**config.mk**
```make
export PLATFORM = sky130hd
export DESIGN_NAME = hazard_ctrl
export DESIGN_NICKNAME = d
export VERILOG_FILES = /design/src/rtl/hazard_ctrl.sv
export SDC_FILE = /design/constraint.sdc
export NUM_CORES = 1
export LEC_CHECK = 0
export BUFFER_PORTS_ARGS = -buffer_cell sky130_fd_sc_hd__buf_2
export CAP_MARGIN = 20
export CORE_MARGIN = 4
export CORE_UTILIZATION = 56
export CTS_CLUSTER_DIAMETER = 50
export DETAILED_ROUTE_END_ITERATION = 6
export GPL_ROUTABILITY_DRIVEN = 0
export PLACE_DENSITY_LB_ADDON = 0.08
export SLEW_MARGIN = 20
export SYNTH_ARGS = -nofsm -noshare
export SYNTH_HDL_FRONTEND = slang
export SYNTH_SLANG_ARGS = --single-unit
export TNS_END_PERCENT = 100
```
**constraint.sdc**
```tcl
create_clock -name clock -period 3.5 [get_ports clock]
set_input_delay 0.35 -clock clock [delete_from_list [all_inputs] [get_ports clock]]
set_output_delay 0.35 -clock clock [all_outputs]
set_load 0.03 [all_outputs]
```
**src/rtl/hazard_ctrl.sv**
```systemverilog
// -----------------------------------------------------------------------------
// hazard_ctrl
//
// Pipeline sequencing controller for the 5-stage MIPS core. Converts hazard
// conditions into per-stage enable / bubble / flush strobes for the PC, IF_ID,
// ID_EX and EX_MEM registers. It handles these cases:
//   - load-use stalls (1 cycle)
//   - taken-branch flushes (IF_ID flushed, ID_EX bubbled)
//   - multi-cycle EX operations, with a timeout abort
// It also provides run / single-step gating and saturating stall/flush
// statistics.
//
// Ports:
//   clock, reset      system clock, synchronous active-high reset
//   run, step         free-run enable / single-cycle advance pulse
//   id_rs, id_rt,
//   id_uses_rt        source operands of the instruction in ID
//   ex_rd,
//   ex_mem_read       destination / load flag of the instruction in EX
//   ex_branch_taken   taken branch or jump resolved in EX
//   ex_mc_start,
//   ex_mc_done        multi-cycle EX operation handshake
//   pipe_en           advance EX_MEM, MEM_WB and register-file write
//   pc_en             PC / cycle-counter update enable
//   if_id_en,
//   if_id_flush       IF_ID load enable / load NOP
//   id_ex_en,
//   id_ex_bubble      ID_EX load enable / load NOP
//   ex_mem_bubble     EX_MEM loads NOP
//   mc_error          sticky multi-cycle timeout flag
//   stall_cnt,
//   flush_cnt         saturating statistics
// -----------------------------------------------------------------------------
module hazard_ctrl #(
    parameter int MC_TIMEOUT = 64
) (
    input  logic        clock,
    input  logic        reset,
    input  logic        run,
    input  logic        step,
    input  logic [4:0]  id_rs,
    input  logic [4:0]  id_rt,
    input  logic        id_uses_rt,
    input  logic [4:0]  ex_rd,
    input  logic        ex_mem_read,
    input  logic        ex_branch_taken,
    input  logic        ex_mc_start,
    input  logic        ex_mc_done,
    output logic        pipe_en,
    output logic        pc_en,
    output logic        if_id_en,
    output logic        if_id_flush,
    output logic        id_ex_en,
    output logic        id_ex_bubble,
    output logic        ex_mem_bubble,
    output logic        mc_error,
    output logic [15:0] stall_cnt,
    output logic [15:0] flush_cnt
);

    typedef enum logic [0:0] {
        ST_RUN     = 1'b0,
        ST_MC_WAIT = 1'b1
    } state_t;

    localparam logic [8:0] MC_LIMIT = 9'(MC_TIMEOUT);

    state_t     state;
    state_t     state_nxt;
    logic [7:0] mc_cnt;
    logic [8:0] mc_cnt_inc;
    logic       adv;
    logic       load_use;
    logic       mc_expired;
    logic       set_error;
    logic       flush_evt;

    assign adv        = run | step;
    assign mc_cnt_inc = {1'b0, mc_cnt} + 9'd1;

    // This is the MC_TIMEOUT-th waiting cycle with no completion.
    assign mc_expired = (mc_cnt_inc == MC_LIMIT);

    // Register 0 is hard-wired, so a load targeting it never creates a hazard.
    assign load_use = ex_mem_read && (ex_rd != 5'd0) &&
                      ((ex_rd == id_rs) || (id_uses_rt && (ex_rd == id_rt)));

    always_ff @(posedge clock) begin
        if (reset) begin
            state <= ST_RUN;
        end else begin
            state <= state_nxt;
        end
    end

    // Mealy strobes: a hazard seen this cycle takes effect this cycle.
    always_comb begin
        state_nxt     = state;
        pipe_en       = 1'b0;
        pc_en         = 1'b0;
        if_id_en      = 1'b0;
        if_id_flush   = 1'b0;
        id_ex_en      = 1'b0;
        id_ex_bubble  = 1'b0;
        ex_mem_bubble = 1'b0;
        set_error     = 1'b0;
        flush_evt     = 1'b0;

        if (adv) begin
            case (state)
                ST_MC_WAIT: begin
                    if (ex_mc_done) begin
                        // Result is ready: let everything advance.
                        pipe_en   = 1'b1;
                        pc_en     = 1'b1;
                        if_id_en  = 1'b1;
                        id_ex_en  = 1'b1;
                        state_nxt = ST_RUN;
                    end else if (mc_expired) begin
                        // Abort: discard the op in EX by loading NOPs into
                        // EX_MEM and ID_EX. The front end stays frozen, so the
                        // instruction in IF_ID is reissued.
                        pipe_en       = 1'b1;
                        id_ex_en      = 1'b1;
                        id_ex_bubble  = 1'b1;
                        ex_mem_bubble = 1'b1;
                        set_error     = 1'b1;
                        state_nxt     = ST_RUN;
                    end else begin
                        pipe_en       = 1'b1;
                        ex_mem_bubble = 1'b1;
                    end
                end
                default: begin
                    if (ex_mc_start && !ex_mc_done) begin
                        pipe_en       = 1'b1;
                        ex_mem_bubble = 1'b1;
                        state_nxt     = ST_MC_WAIT;
                    end else if (ex_branch_taken) begin
                        // The ID instruction is squashed, so any load-use
                        // hazard against it is irrelevant.
                        pipe_en      = 1'b1;
                        pc_en        = 1'b1;
                        if_id_en     = 1'b1;
                        id_ex_en     = 1'b1;
                        if_id_flush  = 1'b1;
                        id_ex_bubble = 1'b1;
                        flush_evt    = 1'b1;
                    end else if (load_use) begin
                        pipe_en      = 1'b1;
                        id_ex_en     = 1'b1;
                        id_ex_bubble = 1'b1;
                    end else begin
                        pipe_en  = 1'b1;
                        pc_en    = 1'b1;
                        if_id_en = 1'b1;
                        id_ex_en = 1'b1;
                    end
                end
            endcase
        end
    end

    // Wait-cycle counter: restarts whenever the FSM is not staying in
    // MC_WAIT, and freezes while the pipeline is held.
    always_ff @(posedge clock) begin
        if (reset) begin
            mc_cnt <= 8'd0;
        end else if (adv) begin
            if (state == ST_MC_WAIT && state_nxt == ST_MC_WAIT) begin
                mc_cnt <= mc_cnt + 8'd1;
            end else begin
                mc_cnt <= 8'd0;
            end
        end
    end

    always_ff @(posedge clock) begin
        if (reset) begin
            mc_error  <= 1'b0;
            stall_cnt <= 16'd0;
            flush_cnt <= 16'd0;
        end else begin
            if (set_error) begin
                mc_error <= 1'b1;
            end
            if (adv && !pc_en && stall_cnt != 16'hFFFF) begin
                stall_cnt <= stall_cnt + 16'd1;
            end
            if (flush_evt && flush_cnt != 16'hFFFF) begin
                flush_cnt <= flush_cnt + 16'd1;
            end
        end
    end

endmodule

```
==> report_table.html, run 1 <==
<table>
<tr><th>Metric</th><th>Value</th></tr>
<tr><th colspan="2">Status</th></tr>
<tr><td>Status</td><td>completed</td></tr>
<tr><th colspan="2">Route</th></tr>
<tr><td>Detailed-route wire length</td><td>5400 um</td></tr>
<tr><td>Final antenna-violating net count</td><td>0</td></tr>
<tr><td>Count of TritonRoute iterations in the first routing pass</td><td>4</td></tr>
<tr><td>Number of violations reported at the end of detailed-routing iteration 0</td><td>133</td></tr>
<tr><td>Via count</td><td>2186</td></tr>
<tr><td>Wire length per cell</td><td>13.5 um</td></tr>
<tr><td>Residual DRC</td><td>0</td></tr>
<tr><td>Via density</td><td>5.47</td></tr>
<tr><th colspan="2">Place</th></tr>
<tr><td>Post-DP HPWL</td><td>3870 um</td></tr>
<tr><td># port buffers</td><td>63</td></tr>
<tr><th colspan="2">Timing</th></tr>
<tr><td>RSZ-0062 raised after global routing</td><td>false</td></tr>
<tr><td>Final Skew</td><td>2.66 ps</td></tr>
<tr><td>Final-report hold violation count</td><td>0</td></tr>
<tr><td>Transition time of the tightest slew-check pin</td><td>1030 ps</td></tr>
<tr><td>Fmax</td><td>384 MHz</td></tr>
<tr><td>Tightest slew margin relative to the limit</td><td>31.1%</td></tr>
<tr><td>Part of the cycle the worst path needs</td><td>74.5%</td></tr>
<tr><td>Final period demand of the worst path</td><td>2610 ps</td></tr>
<tr><td>Final setup violation count</td><td>0</td></tr>
<tr><td>Count of pins over their slew limit</td><td>0</td></tr>
<tr><td>Final TNS setup</td><td>0 ps</td></tr>
<tr><th colspan="2">Logic synthesis</th></tr>
<tr><td>Mean area per synthesized cell</td><td>8.03 sq um</td></tr>
<tr><td>Total of warnings raised by yosys</td><td>0</td></tr>
<tr><td>Synth Net Count</td><td>319</td></tr>
<tr><td>Number of enable flip-flop cells after synthesis</td><td>0</td></tr>
<tr><td>Post-synthesis instance total</td><td>291</td></tr>
<tr><td>Seq cells post-synth</td><td>42</td></tr>
<tr><td>Cell area after synthesis</td><td>2340 sq um</td></tr>
<tr><td>Dominant synthesized flop cell</td><td>dfxtp_1</td></tr>
<tr><td>Post-synthesis async set-or-reset flop share</td><td>0%</td></tr>
<tr><td>Register area share after synthesis</td><td>36.0%</td></tr>
<tr><td>Synth cell types</td><td>46</td></tr>
<tr><th colspan="2">Floorplan</th></tr>
<tr><td>Floorplan die width</td><td>72.6 um</td></tr>
<tr><td>Total die area</td><td>5270 sq um</td></tr>
<tr><td>Std cell rows</td><td>23</td></tr>
<tr><td>Core area</td><td>4030 sq um</td></tr>
<tr><td>Initial core utilization</td><td>58.0%</td></tr>
<tr><td>Die Y</td><td>72.6 um</td></tr>
<tr><td>Top Ports</td><td>64</td></tr>
<tr><th colspan="2">Layout</th></tr>
<tr><td>Area grow syn2layout</td><td>18.3%</td></tr>
<tr><td>Footprint of the multi-input gates</td><td>1400 sq um</td></tr>
<tr><td>Inserted Diodes</td><td>0</td></tr>
<tr><td>Fill count</td><td>370</td></tr>
<tr><td>Share of final-layout standard cells stronger than drive strength 1</td><td>22.9%</td></tr>
<tr><td>Storage cell area</td><td>841 sq um</td></tr>
<tr><td>Final #Nets</td><td>377</td></tr>
<tr><td>Utilization of the core after routing</td><td>68.6%</td></tr>
<tr><th colspan="2">Hold path</th></tr>
<tr><td>Hold Crit Class</td><td>in2reg</td></tr>
<tr><td>Terminating pin of the worst hold path</td><td>mc_error$_SDFFE_PP0P_</td></tr>
<tr><td>Cells on Worst Hold Path</td><td>4</td></tr>
<tr><td>Source of the worst hold timing path</td><td>ex_mc_done</td></tr>
<tr><th colspan="2">Critical path</th></tr>
<tr><td>R2r endpoint</td><td>stall_cnt[9]$_SDFFE_PP0P_</td></tr>
<tr><td>Worst-path fanout max</td><td>7</td></tr>
<tr><td>Reg2reg start</td><td>stall_cnt[2]$_SDFFE_PP0P_</td></tr>
<tr><td>Critical Path End Type</td><td>output port</td></tr>
<tr><td>First element of the critical path</td><td>mc_cnt[0]$_SDFFE_PP0P_</td></tr>
<tr><td>Required arrival time at the worst endpoint</td><td>3150 ps</td></tr>
<tr><td>CP startpoint kind</td><td>register</td></tr>
<tr><td>Data arrival time of the critical path</td><td>2260 ps</td></tr>
<tr><td>Worst reg-to-reg path cell count</td><td>7</td></tr>
<tr><td>Reg2Reg Setup Slack</td><td>1070 ps</td></tr>
<tr><td>Crit Path Class</td><td>reg2out</td></tr>
<tr><th colspan="2">Clock network</th></tr>
<tr><td>Number of post-CTS setup repair buffers</td><td>0</td></tr>
<tr><td>Clock edge transition at the registers on the reported setup and hold paths</td><td>80 ps</td></tr>
<tr><td>Post-CTS Hold Fix Bufs</td><td>0</td></tr>
<tr><td>Latest clock arrival within the worst-skew pair</td><td>290 ps</td></tr>
<tr><td>CTS tree</td><td>built</td></tr>
<tr><td>Library cell used as clock root buffer</td><td>clkbuf_8</td></tr>
<tr><td>Number of gates given a new drive strength after cts</td><td>0</td></tr>
<tr><td>CTS H-tree depth</td><td>2</td></tr>
<tr><td>Worst-case clock buffer depth</td><td>2</td></tr>
<tr><td>Cts bufs inserted</td><td>5</td></tr>
<tr><td>TritonCTS Sinks</td><td>42</td></tr>
<tr><th colspan="2">Global routing</th></tr>
<tr><td>Wire length of the first global-routing pass</td><td>9010 um</td></tr>
<tr><td>Largest net degree at the start of global routing</td><td>47</td></tr>
<tr><td>Via count of the first global-routing pass</td><td>2051</td></tr>
<tr><td>GRT Resource Usage Total</td><td>21.3%</td></tr>
<tr><td>Initial antenna violation count</td><td>0</td></tr>
<tr><td>Remaining global-route overflow</td><td>0</td></tr>
<tr><th colspan="2">Power</th></tr>
<tr><td>Total design power</td><td>0.000987 W</td></tr>
<tr><td>Maximum VDD drop</td><td>282 uV</td></tr>
<tr><td>Static leakage power</td><td>1.13 nW</td></tr>
<tr><td>Total power divided by cell area</td><td>357 nW/um^2</td></tr>
<tr><th colspan="2">Flow run</th></tr>
<tr><td>Max cap viols</td><td>0</td></tr>
</table>
==> critical path, stage by stage, from the launching register on <==
cell,delay [ps]
dfxtp_1,460
ha_1,310
and3_1,220
nand3_1,90
a21oi_1,140
o2111a_1,310
nand2_1,80
a21oi_1,130
buf_2,210
==> per-stage QoR <==
stage / instances / area, sq um / hold slack [ps] / setup WS [ps]
6_report: 400 / 2760 / 467 / 893
5_1_grt: 400 / 2760 / 523 / 667
4_1_cts: 400 / 2760 / 456 / 898
3_5_place_dp: 392 / 2650 / 492 / 928
3_3_place_gp: 392 / 2650 / 482 / 1020
2_1_floorplan: 291 / 2340 / 460 / 1060
==> worst max-delay path by stage <==
stage	to	slack, ps	cells after the start
floorplan	pc_en	1060	5
global placement	stall_cnt[9]$_SDFFE_PP0P_	1020	8
detailed placement	stall_cnt[9]$_SDFFE_PP0P_	930	8
CTS	id_ex_bubble	900	8
global route	id_ex_bubble	670	8
finish	id_ex_bubble	890	8
==> per-layer routing <==
layer	part of all wire, %	GRT usage (%)
met1	45	26.9
met2	50	36.6
met3	4.4	4.55
met4	0.94	5.94
met5	0	0
==> synthesized netlist by cell type (all sizes together), types with 5 or more instances <==
| library cell | n | share of area, % |
|---|---|---|
| a21oi | 14 | 3.0 |
| and4 | 5 | 1.9 |
| clkbuf | 9 | 1.9 |
| dfxtp | 42 | 36 |
| inv | 5 | 0.80 |
| nand2 | 22 | 3.5 |
| nand3 | 16 | 3.4 |
| nand4 | 10 | 2.7 |
| nor2 | 52 | 8.4 |
| nor3 | 14 | 3.0 |
| nor4 | 8 | 2.7 |
| o21ai | 7 | 1.5 |
| xnor2 | 18 | 6.7 |
| xor2 | 16 | 6.0 |
==> flip-flops by register name, summed over array words and instances, names as in the netlist <==
signal,cells
flush_cnt,16
mc_cnt,8
mc_error,1
state,1
stall_cnt,16
==> power breakdown <==
group / internal, W / total (W) / leakage, nW / switching [W]
combinational: 0.0000368 / 0.000106 / 0.735 / 0.0000694
sequential: 0.000482 / 0.000490 / 0.339 / 0.00000815
clock: 0.000214 / 0.000391 / 0.0585 / 0.000177
==> area by class of cell <==
class                      instances  share of cell area (%)
clock buffer                       5                    2.49
multi-input combinational        230                    50.7
tap                               50                    2.26
clock inverter                     3                    1.58
inverter                           6                   0.815
sequential                        42                    30.4
timing repair buffer              64                    11.7
==> cells by family after synthesis <==
kind of cell             after synthesis  share of synthesized area (%)
AND/OR/NAND/NOR                      153                           33.9
flip-flops                            42                           36.0
AO/OA/AOI/OAI                         35                           9.37
XOR/XNOR                              34                           12.7
buffers and inverters                 19                           4.01
multiplexers                           4                           1.82
adder cells (fa/ha/maj)                4                           2.14
==> placed cells by master, fill, tap and decap left out, types with 2 or more instances in the layout <==
cell type	n
and2_1	2
a211oi_1	2
nand2b_1	4
nor4_1	6
nand3b_1	3
nor3_1	14
xor2_1	16
mux2i_1	2
nor2b_1	4
or3_1	2
nand2_1	22
buf_2	63
inv_1	5
nand3_1	16
nor2_1	52
nor4_2	2
ha_1	4
nand4_1	10
dfxtp_1	42
a31o_2	2
a21oi_1	14
and3_1	4
a31oi_1	4
and4_1	5
clkbuf_8	5
mux2_1	2
xnor2_1	18
o21ai_0	7
Power figures use the tool's default switching activity.
==> run 2, diff against run 1 <==
ABC_AREA = 1   (was not set)
CORE_UTILIZATION = 49   (was 56)
clock period = 2.15 ns   (was 3.5 ns; I/O delays follow)
==> run 2 against run 1 <==
Non-clock buffer count increased by 4. Sequential power increased by 62%. Core utilization decreased by 7.6 points. Highest routed layer unchanged. Via count increased by 23%. Combinational power increased by 110%. Count of clock-buffer cells in the layout unchanged. Critical path type unchanged. Routed wire length increased by 18%. Critical path depth increased by 1. Register-to-register slack got worse by 790 ps. Cell area increased by 14%.
==> report_table.html, run 2 <==
<table>
<tr><th>Metric</th><th>Value</th></tr>
<tr><th colspan="2">Power</th></tr>
<tr><td>Logic gate share of total power</td><td>14.6% (+3.8 points)</td></tr>
<tr><td>Total power divided by cell area</td><td>478 nW/um^2 (+34%)</td></tr>
<tr><td>Sw power</td><td>0.000437 W (+72%)</td></tr>
<tr><td>Static leakage power</td><td>1.31 nW (+16%)</td></tr>
<tr><td>Share of total power in the clock network</td><td>32.7% (-6.9 points)</td></tr>
<tr><td>Maximum VDD drop</td><td>404 uV (+43%)</td></tr>
<tr><td>Internal power</td><td>0.00107 W (+46%)</td></tr>
<tr><td>Switching part of the total power</td><td>29.0% (+3.2 points)</td></tr>
<tr><td>Flop pwr share</td><td>52.7% (+3.0 points)</td></tr>
<tr><th colspan="2">Floorplan</th></tr>
<tr><td>Die Y</td><td>81.4 um (+12%)</td></tr>
<tr><td>Std cell rows</td><td>26 (+13%)</td></tr>
<tr><td>Floorplan die width</td><td>81.4 um (+12%)</td></tr>
<tr><td>Initial core utilization</td><td>51.1% (-6.9 points)</td></tr>
<tr><td>Total die area</td><td>6630 sq um (+26%)</td></tr>
<tr><td>Core area</td><td>5170 sq um (+28%)</td></tr>
<tr><td>Top Ports</td><td>64 (unchanged)</td></tr>
<tr><th colspan="2">Logic synthesis</th></tr>
<tr><td>Post-synthesis async set-or-reset flop share</td><td>0% (unchanged)</td></tr>
<tr><td>Synth Net Count</td><td>421 (+32%)</td></tr>
<tr><td>Number of enable flip-flop cells after synthesis</td><td>0 (unchanged)</td></tr>
<tr><td>Register area share after synthesis</td><td>31.8% (-4.2 points)</td></tr>
<tr><td>Post-synthesis cell type with the largest combined area</td><td>dfxtp_1</td></tr>
<tr><td>Top cells by count, synth</td><td>77 x nand2_1, 44 x inv_1, 43 x nor2_1, 42 x dfxtp_1, 40 x nand3_1</td></tr>
<tr><td>Compound-Gate Fraction of Synth Area</td><td>12.5% (+3.1 points)</td></tr>
<tr><td>Mean area per synthesized cell</td><td>6.72 sq um (-16%)</td></tr>
<tr><td>Post-synthesis instance total</td><td>393 (+35%)</td></tr>
<tr><td>Dominant synthesized flop cell</td><td>dfxtp_1</td></tr>
<tr><td>Total of warnings raised by yosys</td><td>0 (unchanged)</td></tr>
<tr><td>Xor/xnor cell area share of the yosys netlist</td><td>7.62% (-5.1 points)</td></tr>
<tr><td>Cell area after synthesis</td><td>2640 sq um (+13%)</td></tr>
<tr><td>Area share of fa/ha/maj cells after synthesis</td><td>1.89% (-0.25 points)</td></tr>
<tr><td>Synth cell types</td><td>33 (-28%)</td></tr>
<tr><td>Share of synthesized area spent on multiplexers</td><td>0% (-1.8 points)</td></tr>
<tr><td>Top cells by area in the synthesized netlist</td><td>dfxtp_1 32%, nand2_1 11%, nand3_1 7.6%, inv_1 6.3%, nor2_1 6.1%</td></tr>
<tr><td>Largest family of logic cells by synthesized area</td><td>simple AND/OR/NAND/NOR gates</td></tr>
<tr><td>Most common cell in the netlist</td><td>nand2_1</td></tr>
<tr><td>Fraction of the mapped netlist area in simple logic gates</td><td>36.7% (+2.8 points)</td></tr>
<tr><td>Fraction of post-synthesis cell area in the top cell type by area</td><td>31.8% (-4.2 points)</td></tr>
<tr><td>Seq cells post-synth</td><td>42 (unchanged)</td></tr>
<tr><th colspan="2">Route</th></tr>
<tr><td>Via count</td><td>2686 (+23%)</td></tr>
<tr><td>Number of violations reported at the end of detailed-routing iteration 0</td><td>122 (-8.3%)</td></tr>
<tr><td>Final antenna-violating net count</td><td>0 (unchanged)</td></tr>
<tr><td>Residual DRC</td><td>0 (unchanged)</td></tr>
<tr><td>Detailed-route wire length</td><td>6360 um (+18%)</td></tr>
<tr><td>Via density</td><td>5.11 (-6.6%)</td></tr>
<tr><td>Wire length per cell</td><td>12.1 um (-10%)</td></tr>
<tr><td>Count of TritonRoute iterations in the first routing pass</td><td>4 (unchanged)</td></tr>
<tr><th colspan="2">Critical path</th></tr>
<tr><td>R2r endpoint</td><td>stall_cnt[3]$_SDFFE_PP0P_</td></tr>
<tr><td>Worst reg-to-reg path cell count</td><td>9 (+2)</td></tr>
<tr><td>Critical Path End Type</td><td>output port</td></tr>
<tr><td>CP startpoint kind</td><td>register</td></tr>
<tr><td>Reg2reg start</td><td>stall_cnt[0]$_SDFFE_PP0P_</td></tr>
<tr><td>Cell at the slowest stage of the critical path</td><td>dfxtp_4</td></tr>
<tr><td>Data arrival time of the critical path</td><td>1850 ps (-410 ps)</td></tr>
<tr><td>Cell repeated most along the worst path</td><td>nand3_1</td></tr>
<tr><td>Worst-path fanout max</td><td>5 (-2)</td></tr>
<tr><td>Crit Path Class</td><td>reg2out</td></tr>
<tr><td>Required arrival time at the worst endpoint</td><td>1930 ps (-1220 ps)</td></tr>
<tr><td>Largest incremental delay on the critical path</td><td>390 ps (-70 ps)</td></tr>
<tr><td>Reg2Reg Setup Slack</td><td>280 ps (-790 ps)</td></tr>
<tr><td>Cells along the critical path</td><td>ha_4 -&gt; nand3_1 -&gt; o21bai_1 -&gt; nand2_1 -&gt; nor2_1 -&gt; nand3_1 -&gt; nand3b_1 -&gt; o31ai_1 -&gt; buf_4</td></tr>
<tr><th colspan="2">Clock network</th></tr>
<tr><td>Worst-case clock buffer depth</td><td>2 (unchanged)</td></tr>
<tr><td>Clock edge transition at the registers on the reported setup and hold paths</td><td>80 ps (about the same)</td></tr>
<tr><td>CTS tree</td><td>built</td></tr>
<tr><td>Latest clock arrival within the worst-skew pair</td><td>290 ps (about the same)</td></tr>
<tr><td>Cts bufs inserted</td><td>5 (unchanged)</td></tr>
<tr><td>TritonCTS Sinks</td><td>42 (unchanged)</td></tr>
<tr><td>CTS H-tree depth</td><td>2 (unchanged)</td></tr>
<tr><td>Post-CTS Hold Fix Bufs</td><td>0 (unchanged)</td></tr>
<tr><td>Number of post-CTS setup repair buffers</td><td>0 (unchanged)</td></tr>
<tr><td>Library cell used as clock root buffer</td><td>clkbuf_8</td></tr>
<tr><th colspan="2">Layout</th></tr>
<tr><td>Most used cells in the layout excluding fill and tap cells</td><td>76 x nand2_1, 61 x buf_2, 44 x inv_1</td></tr>
<tr><td>Fill count</td><td>521 (+41%)</td></tr>
<tr><td>Area grow syn2layout</td><td>19.4%</td></tr>
<tr><td>Share of final-layout standard cells stronger than drive strength 1</td><td>25.4% (+2.6 points)</td></tr>
<tr><td>Footprint of the multi-input gates</td><td>1600 sq um (+14%)</td></tr>
<tr><td>Storage cell area</td><td>850 sq um (+1.0%)</td></tr>
<tr><td>Post-route cell area</td><td>3150 sq um (+14%)</td></tr>
<tr><td>Registers with the highest flip-flop counts</td><td>flush_cnt (16), stall_cnt (16), mc_cnt (8)</td></tr>
<tr><td>Final #Nets</td><td>484 (+28%)</td></tr>
<tr><td>Inserted Diodes</td><td>0 (unchanged)</td></tr>
<tr><td>Most common library cell in the layout ignoring fill and taps</td><td>nand2_1</td></tr>
<tr><th colspan="2">Global routing</th></tr>
<tr><td>Initial antenna violation count</td><td>0 (unchanged)</td></tr>
<tr><td>Largest net degree at the start of global routing</td><td>30 (-36%)</td></tr>
<tr><td>GRT Resource Usage Total</td><td>20.1% (-1.2 points)</td></tr>
<tr><td>Wire length of the first global-routing pass</td><td>10600 um (+18%)</td></tr>
<tr><td>Remaining global-route overflow</td><td>0 (unchanged)</td></tr>
<tr><td>Via count of the first global-routing pass</td><td>2403 (+17%)</td></tr>
<tr><th colspan="2">Timing</th></tr>
<tr><td>Final-report hold violation count</td><td>0 (unchanged)</td></tr>
<tr><td>Final setup violation count</td><td>0 (unchanged)</td></tr>
<tr><td>Part of the cycle the worst path needs</td><td>95.9%</td></tr>
<tr><td>Count of pins over their slew limit</td><td>0 (unchanged)</td></tr>
<tr><td>RSZ-0062 raised after global routing</td><td>true</td></tr>
<tr><td>Final Skew</td><td>8.93 ps (+6.26 ps)</td></tr>
<tr><td>Final TNS setup</td><td>0 ps (unchanged)</td></tr>
<tr><td>Final period demand of the worst path</td><td>2060 ps</td></tr>
<tr><td>Fmax</td><td>485 MHz</td></tr>
<tr><td>Transition time of the tightest slew-check pin</td><td>593 ps (-438 ps)</td></tr>
<tr><td>Tightest slew margin relative to the limit</td><td>60.1% (+29 points)</td></tr>
<tr><th colspan="2">Flow run</th></tr>
<tr><td>Max cap viols</td><td>0 (unchanged)</td></tr>
<tr><th colspan="2">Place</th></tr>
<tr><td>Placement Cell Area</td><td>3010 sq um (+14%)</td></tr>
<tr><td># port buffers</td><td>63 (unchanged)</td></tr>
<tr><td>Post-DP HPWL</td><td>4810 um (+24%)</td></tr>
<tr><th colspan="2">Hold path</th></tr>
<tr><td>Cells on Worst Hold Path</td><td>4 (unchanged)</td></tr>
<tr><td>Hold Crit Class</td><td>in2reg</td></tr>
<tr><td>Source of the worst hold timing path</td><td>ex_mc_done</td></tr>
<tr><td>Terminating pin of the worst hold path</td><td>mc_error$_SDFFE_PP0P_</td></tr>
<tr><th colspan="2">Status</th></tr>
<tr><td>Status</td><td>completed</td></tr>
</table>
run 2: cell types whose count changed in the layout (fill, tap and decap cells not counted), moves of 5 or more:
cell     delta
buf_4       +5
nor3_1      -5
nor2_1     -11
nand2_2    +13
nand2_1    +54
a21oi_2    +10
xnor2_1    -12
a21oi_1    +13
nand3_1    +24
o21ai_1     +6
inv_1      +39
and4_1      -5
run 2: power by group through the flow:
stage / combinational [W] / clock (W) / sequential [W]
floorplan: 0.000143 / 0 / 0.000823
global placement: 0.000207 / 0 / 0.000814
detailed placement: 0.000210 / 0 / 0.000816
CTS: 0.000212 / 0.000505 / 0.000797
global route: 0.000242 / 0.000536 / 0.000797
finish: 0.000220 / 0.000493 / 0.000795
run 2: cell type report:
cell class	instances	share of cell area [%]
Multi-Input combinational cell	291	50.6
Sequential cell	42	26.9
Timing Repair Buffer	68	11.5
Inverter	48	5.71
Tap cell	70	2.78
Clock buffer	5	2.18
Clock inverter	2	0.317
run 2: metal layers:
layer  vias to the layer above  global-route usage (%)  share of wire (%)
met1                      1206                    25.9                 48
met4                         0                    4.90               0.90
met2                        64                    34.1                 45
met5                         -                       0                  0
li1                       1410                       -                  -
met3                         6                    4.28                6.6
run 2: how the worst max path moves through the flow:
stage          slack [ps]  cells past startpoint                   endpoint                 startpoint
2_1_floorplan         180                      7                      pc_en           state$_SDFF_PP0_
3_3_place_gp          280                      9  stall_cnt[1]$_SDFFE_PP0P_  stall_cnt[0]$_SDFFE_PP0P_
3_5_place_dp          190                      9  stall_cnt[5]$_SDFFE_PP0P_  stall_cnt[0]$_SDFFE_PP0P_
4_1_cts                20                      9               id_ex_bubble     mc_cnt[0]$_SDFFE_PP0P_
5_1_grt               -70                      9               id_ex_bubble     mc_cnt[0]$_SDFFE_PP0P_
6_report               90                      9               id_ex_bubble     mc_cnt[0]$_SDFFE_PP0P_
run 2: what timing repair did:
| action | in CTS | in global routing |
|---|---|---|
| pin swaps | 0 | 1 |
| gates resized for setup | 5 | 12 |
| endpoints found under the setup margin | 2 | 12 |
run 2: stage by stage:
stage | total power (W) | cells | hold slack [ps] | util, % | worst slack, ps
floorplan | 0.000966 | 393 | 405 | - | 176
CTS | 0.00152 | 526 | 288 | 60.0 | 16.7
global placement | 0.00102 | 519 | 452 | 58.3 | 278
detailed placement | 0.00103 | 519 | 443 | 58.3 | 191
global route | 0.00157 | 526 | 362 | 61.0 | -67.0
finish | 0.00151 | 526 | 311 | 61.0 | 87.9
run 2: logic make-up after synthesis:
logic type / count (synthesis)
buffers and inverters: 60
XOR/XNOR: 23
AO/OA/AOI/OAI: 56
adder cells (fa/ha/maj): 4
AND/OR/NAND/NOR: 208
flip-flops: 42
run 2: worst max-delay path: cells and delay by family, from the launching register on:
family | cells | cell delay (ps)
DFF | 1 | 390
AOI/OAI and AO/OA | 2 | 250
buffers and inverters | 1 | 200
and+or+nand+nor | 5 | 570
adders and majority gates | 1 | 150
==> run 3, diff against run 2 <==
CORE_UTILIZATION = 44   (was 49)
==> run 3 against run 2 <==
Clock skew decreased by 4.9 ps. Non-clock buffer count increased by 2. Count of clock-buffer cells in the layout unchanged. Hold slack got worse by 13 ps. Routed wire length increased by 4.5%. Highest routed layer unchanged.
==> report_table.html, run 3 (synthesized netlist as in run 2, its figures left out) <==
<table>
<tr><th>Metric</th><th>Value</th></tr>
<tr><th colspan="2">Status</th></tr>
<tr><td>Status</td><td>completed</td></tr>
<tr><th colspan="2">Critical path</th></tr>
<tr><td>Worst-path fanout max</td><td>9 (+4)</td></tr>
<tr><td>Data arrival time of the critical path</td><td>1770 ps (-80 ps)</td></tr>
<tr><td>Largest incremental delay on the critical path</td><td>390 ps (about the same)</td></tr>
<tr><td>Crit Path Class</td><td>reg2out</td></tr>
<tr><td>Cells along the critical path</td><td>ha_4 -&gt; nand3_1 -&gt; o21bai_1 -&gt; nand2_1 -&gt; nor2_1 -&gt; nand3_1 -&gt; nand2_1 -&gt; nand2_4 -&gt; nor2_2 -&gt; buf_4</td></tr>
<tr><td>CP delay by family, top</td><td>simple AND/OR/NAND/NOR gates</td></tr>
<tr><td>Critical Path End Type</td><td>output port</td></tr>
<tr><td>Cell at the slowest stage of the critical path</td><td>dfxtp_4</td></tr>
<tr><td>Required arrival time at the worst endpoint</td><td>1930 ps (about the same)</td></tr>
<tr><td>Crit path buffers/inverters</td><td>1 (unchanged)</td></tr>
<tr><td>CP startpoint kind</td><td>register</td></tr>
<tr><th colspan="2">Global routing</th></tr>
<tr><td>GRT Resource Usage Total</td><td>18.4% (-1.7 points)</td></tr>
<tr><td>Remaining global-route overflow</td><td>0 (unchanged)</td></tr>
<tr><td>Via count of the first global-routing pass</td><td>2495 (+3.8%)</td></tr>
<tr><td>Largest net degree at the start of global routing</td><td>30 (unchanged)</td></tr>
<tr><td>Initial antenna violation count</td><td>0 (unchanged)</td></tr>
<tr><td>Wire length of the first global-routing pass</td><td>11300 um (+6.0%)</td></tr>
<tr><th colspan="2">Layout</th></tr>
<tr><td>Storage cell area</td><td>851 sq um (+0.15%)</td></tr>
<tr><td>Registers with the highest flip-flop counts</td><td>flush_cnt (16), stall_cnt (16), mc_cnt (8)</td></tr>
<tr><td>Utilization of the core after routing</td><td>56.0% (-5.0 points)</td></tr>
<tr><td>Footprint of the multi-input gates</td><td>1580 sq um (-1.3%)</td></tr>
<tr><td>Area grow syn2layout</td><td>20.3%</td></tr>
<tr><td>Fill count</td><td>598 (+15%)</td></tr>
<tr><td>Final #Nets</td><td>486 (+0.41%)</td></tr>
<tr><td>Most used cells in the layout excluding fill and tap cells</td><td>77 x nand2_1, 61 x buf_2, 44 x inv_1</td></tr>
<tr><td>Inserted Diodes</td><td>0 (unchanged)</td></tr>
<tr><td>Share of final-layout standard cells stronger than drive strength 1</td><td>25.9% (+0.49 points)</td></tr>
<tr><td>Final cell count without fillers</td><td>531 (+0.95%)</td></tr>
<tr><td>Most common library cell in the layout ignoring fill and taps</td><td>nand2_1</td></tr>
<tr><th colspan="2">Flow run</th></tr>
<tr><td>Max cap viols</td><td>0 (unchanged)</td></tr>
<tr><th colspan="2">Clock network</th></tr>
<tr><td>Post-CTS Hold Fix Bufs</td><td>0 (unchanged)</td></tr>
<tr><td>Worst-case clock buffer depth</td><td>2 (unchanged)</td></tr>
<tr><td>Library cell used as clock root buffer</td><td>clkbuf_8</td></tr>
<tr><td>Cts bufs inserted</td><td>5 (unchanged)</td></tr>
<tr><td>CTS tree</td><td>built</td></tr>
<tr><td>TritonCTS Sinks</td><td>42 (unchanged)</td></tr>
<tr><td>CTS H-tree depth</td><td>2 (unchanged)</td></tr>
<tr><td>Latest clock arrival within the worst-skew pair</td><td>290 ps (about the same)</td></tr>
<tr><td>Clock edge transition at the registers on the reported setup and hold paths</td><td>80 ps (about the same)</td></tr>
<tr><td>Number of post-CTS setup repair buffers</td><td>0 (unchanged)</td></tr>
<tr><th colspan="2">Timing</th></tr>
<tr><td>Count of pins over their slew limit</td><td>0 (unchanged)</td></tr>
<tr><td>Part of the cycle the worst path needs</td><td>92.2% (-3.7 points)</td></tr>
<tr><td>Final setup violation count</td><td>0 (unchanged)</td></tr>
<tr><td>Final-report hold violation count</td><td>0 (unchanged)</td></tr>
<tr><td>Final period demand of the worst path</td><td>1980 ps (-78.9 ps)</td></tr>
<tr><td>Transition time of the tightest slew-check pin</td><td>594 ps (+1.23 ps)</td></tr>
<tr><td>Worst Hold Slack</td><td>298 ps (-12.9 ps)</td></tr>
<tr><td>RSZ-0062 raised after global routing</td><td>false</td></tr>
<tr><td>Final Skew</td><td>4.08 ps (-4.85 ps)</td></tr>
<tr><td>Fmax</td><td>504 MHz (+4.0%)</td></tr>
<tr><td>Tightest slew margin relative to the limit</td><td>60.0% (-0.083 points)</td></tr>
<tr><td>Final TNS setup</td><td>0 ps (unchanged)</td></tr>
<tr><th colspan="2">Place</th></tr>
<tr><td># port buffers</td><td>63 (unchanged)</td></tr>
<tr><td>Post-DP HPWL</td><td>4920 um (+2.2%)</td></tr>
<tr><td>Post-placement cell count</td><td>523 (+0.77%)</td></tr>
<tr><th colspan="2">Route</th></tr>
<tr><td>Number of violations reported at the end of detailed-routing iteration 0</td><td>140 (+15%)</td></tr>
<tr><td>Via count</td><td>2713 (+1.0%)</td></tr>
<tr><td>Wire length per cell</td><td>12.5 um (+3.5%)</td></tr>
<tr><td>Count of TritonRoute iterations in the first routing pass</td><td>4 (unchanged)</td></tr>
<tr><td>Via density</td><td>5.11 (about the same)</td></tr>
<tr><td>Final antenna-violating net count</td><td>0 (unchanged)</td></tr>
<tr><td>Residual DRC</td><td>0 (unchanged)</td></tr>
<tr><td>Detailed-route wire length</td><td>6650 um (+4.5%)</td></tr>
<tr><th colspan="2">Floorplan</th></tr>
<tr><td>Initial core utilization</td><td>46.6% (-4.5 points)</td></tr>
<tr><td>Top Ports</td><td>64 (unchanged)</td></tr>
<tr><td>Die Y</td><td>85.5 um (+5.0%)</td></tr>
<tr><td>Floorplan die width</td><td>85.5 um (+5.0%)</td></tr>
<tr><td>Std cell rows</td><td>27 (+3.8%)</td></tr>
<tr><td>Total die area</td><td>7310 sq um (+10%)</td></tr>
<tr><td>Core area</td><td>5680 sq um (+9.7%)</td></tr>
<tr><th colspan="2">Hold path</th></tr>
<tr><td>Hold Crit Class</td><td>in2reg</td></tr>
<tr><th colspan="2">Power</th></tr>
<tr><td>Total power divided by cell area</td><td>515 nW/um^2 (+7.6%)</td></tr>
<tr><td>Static leakage power</td><td>1.33 nW (+1.7%)</td></tr>
<tr><td>Maximum VDD drop</td><td>407 uV (+0.84%)</td></tr>
</table>
[run 3: worst register-to-register path, delay by kind of cell, from the launching register on]
kind	cells	cell delay [ps]
and+or+nand+nor	5	750
DFF	1	430
adders and majority gates	1	260
AOI/OAI and AO/OA	2	250
buffers and inverters	1	150
[run 3: what timing repair did]
| action | CTS | global route |
|---|---|---|
| resized for setup | 4 | 9 |
| setup endpoints to repair | 2 | 2 |
| gates cloned | 0 | 0 |
[run 3: cell type report]
class                   instances  share of cell area (%)
clock buffers                   5                    2.17
multi-input cells             291                    49.6
inverters                      48                    5.67
flip-flops and latches         42                    26.8
clock inverters                 3                    1.26
repair buffers                 70                    11.7
well taps                      72                    2.83
[run 3: layer usage]
layer	GRT usage [%]	up-vias	wire [um]
met1	25.2	1211	3140
met5	0	-	0
li1	-	1412	-
met3	3.55	7	430
met2	29.7	83	3000
met4	4.89	0	70
[run 3: per-stage QoR]
stage          worst slack (ps)  instance area [sq um]  total power [W]
6_report                    167                   3180          0.00164
5_1_grt                    2.84                   3180          0.00171
4_1_cts                    26.9                   3150          0.00166
3_5_place_dp                241                   3030          0.00103
3_3_place_gp                296                   3030          0.00103
2_1_floorplan               176                   2640         0.000966
[run 3: power by group]
group / internal (W) / leakage (nW) / switching, W / total (W)
Clock: 0.000342 / 0.0579 / 0.000280 / 0.000622
Sequential: 0.000783 / 0.342 / 0.00000836 / 0.000791
Combinational: 0.0000704 / 0.930 / 0.000152 / 0.000222
[run 3: path summary, 6_finish.rpt]
path / startpoint / to / slack, ps / cells past startpoint
worst max-delay path: mc_cnt[0]$_SDFFE_PP0P_ / id_ex_en / 170 / 10
worst min-delay path: ex_mc_done / mc_error$_SDFFE_PP0P_ / 300 / 4
worst max register to register: stall_cnt[0]$_SDFFE_PP0P_ / stall_cnt[5]$_SDFFE_PP0P_ / 250 / 9
worst min register to register: mc_error$_SDFFE_PP0P_ / mc_error$_SDFFE_PP0P_ / 460 / 2
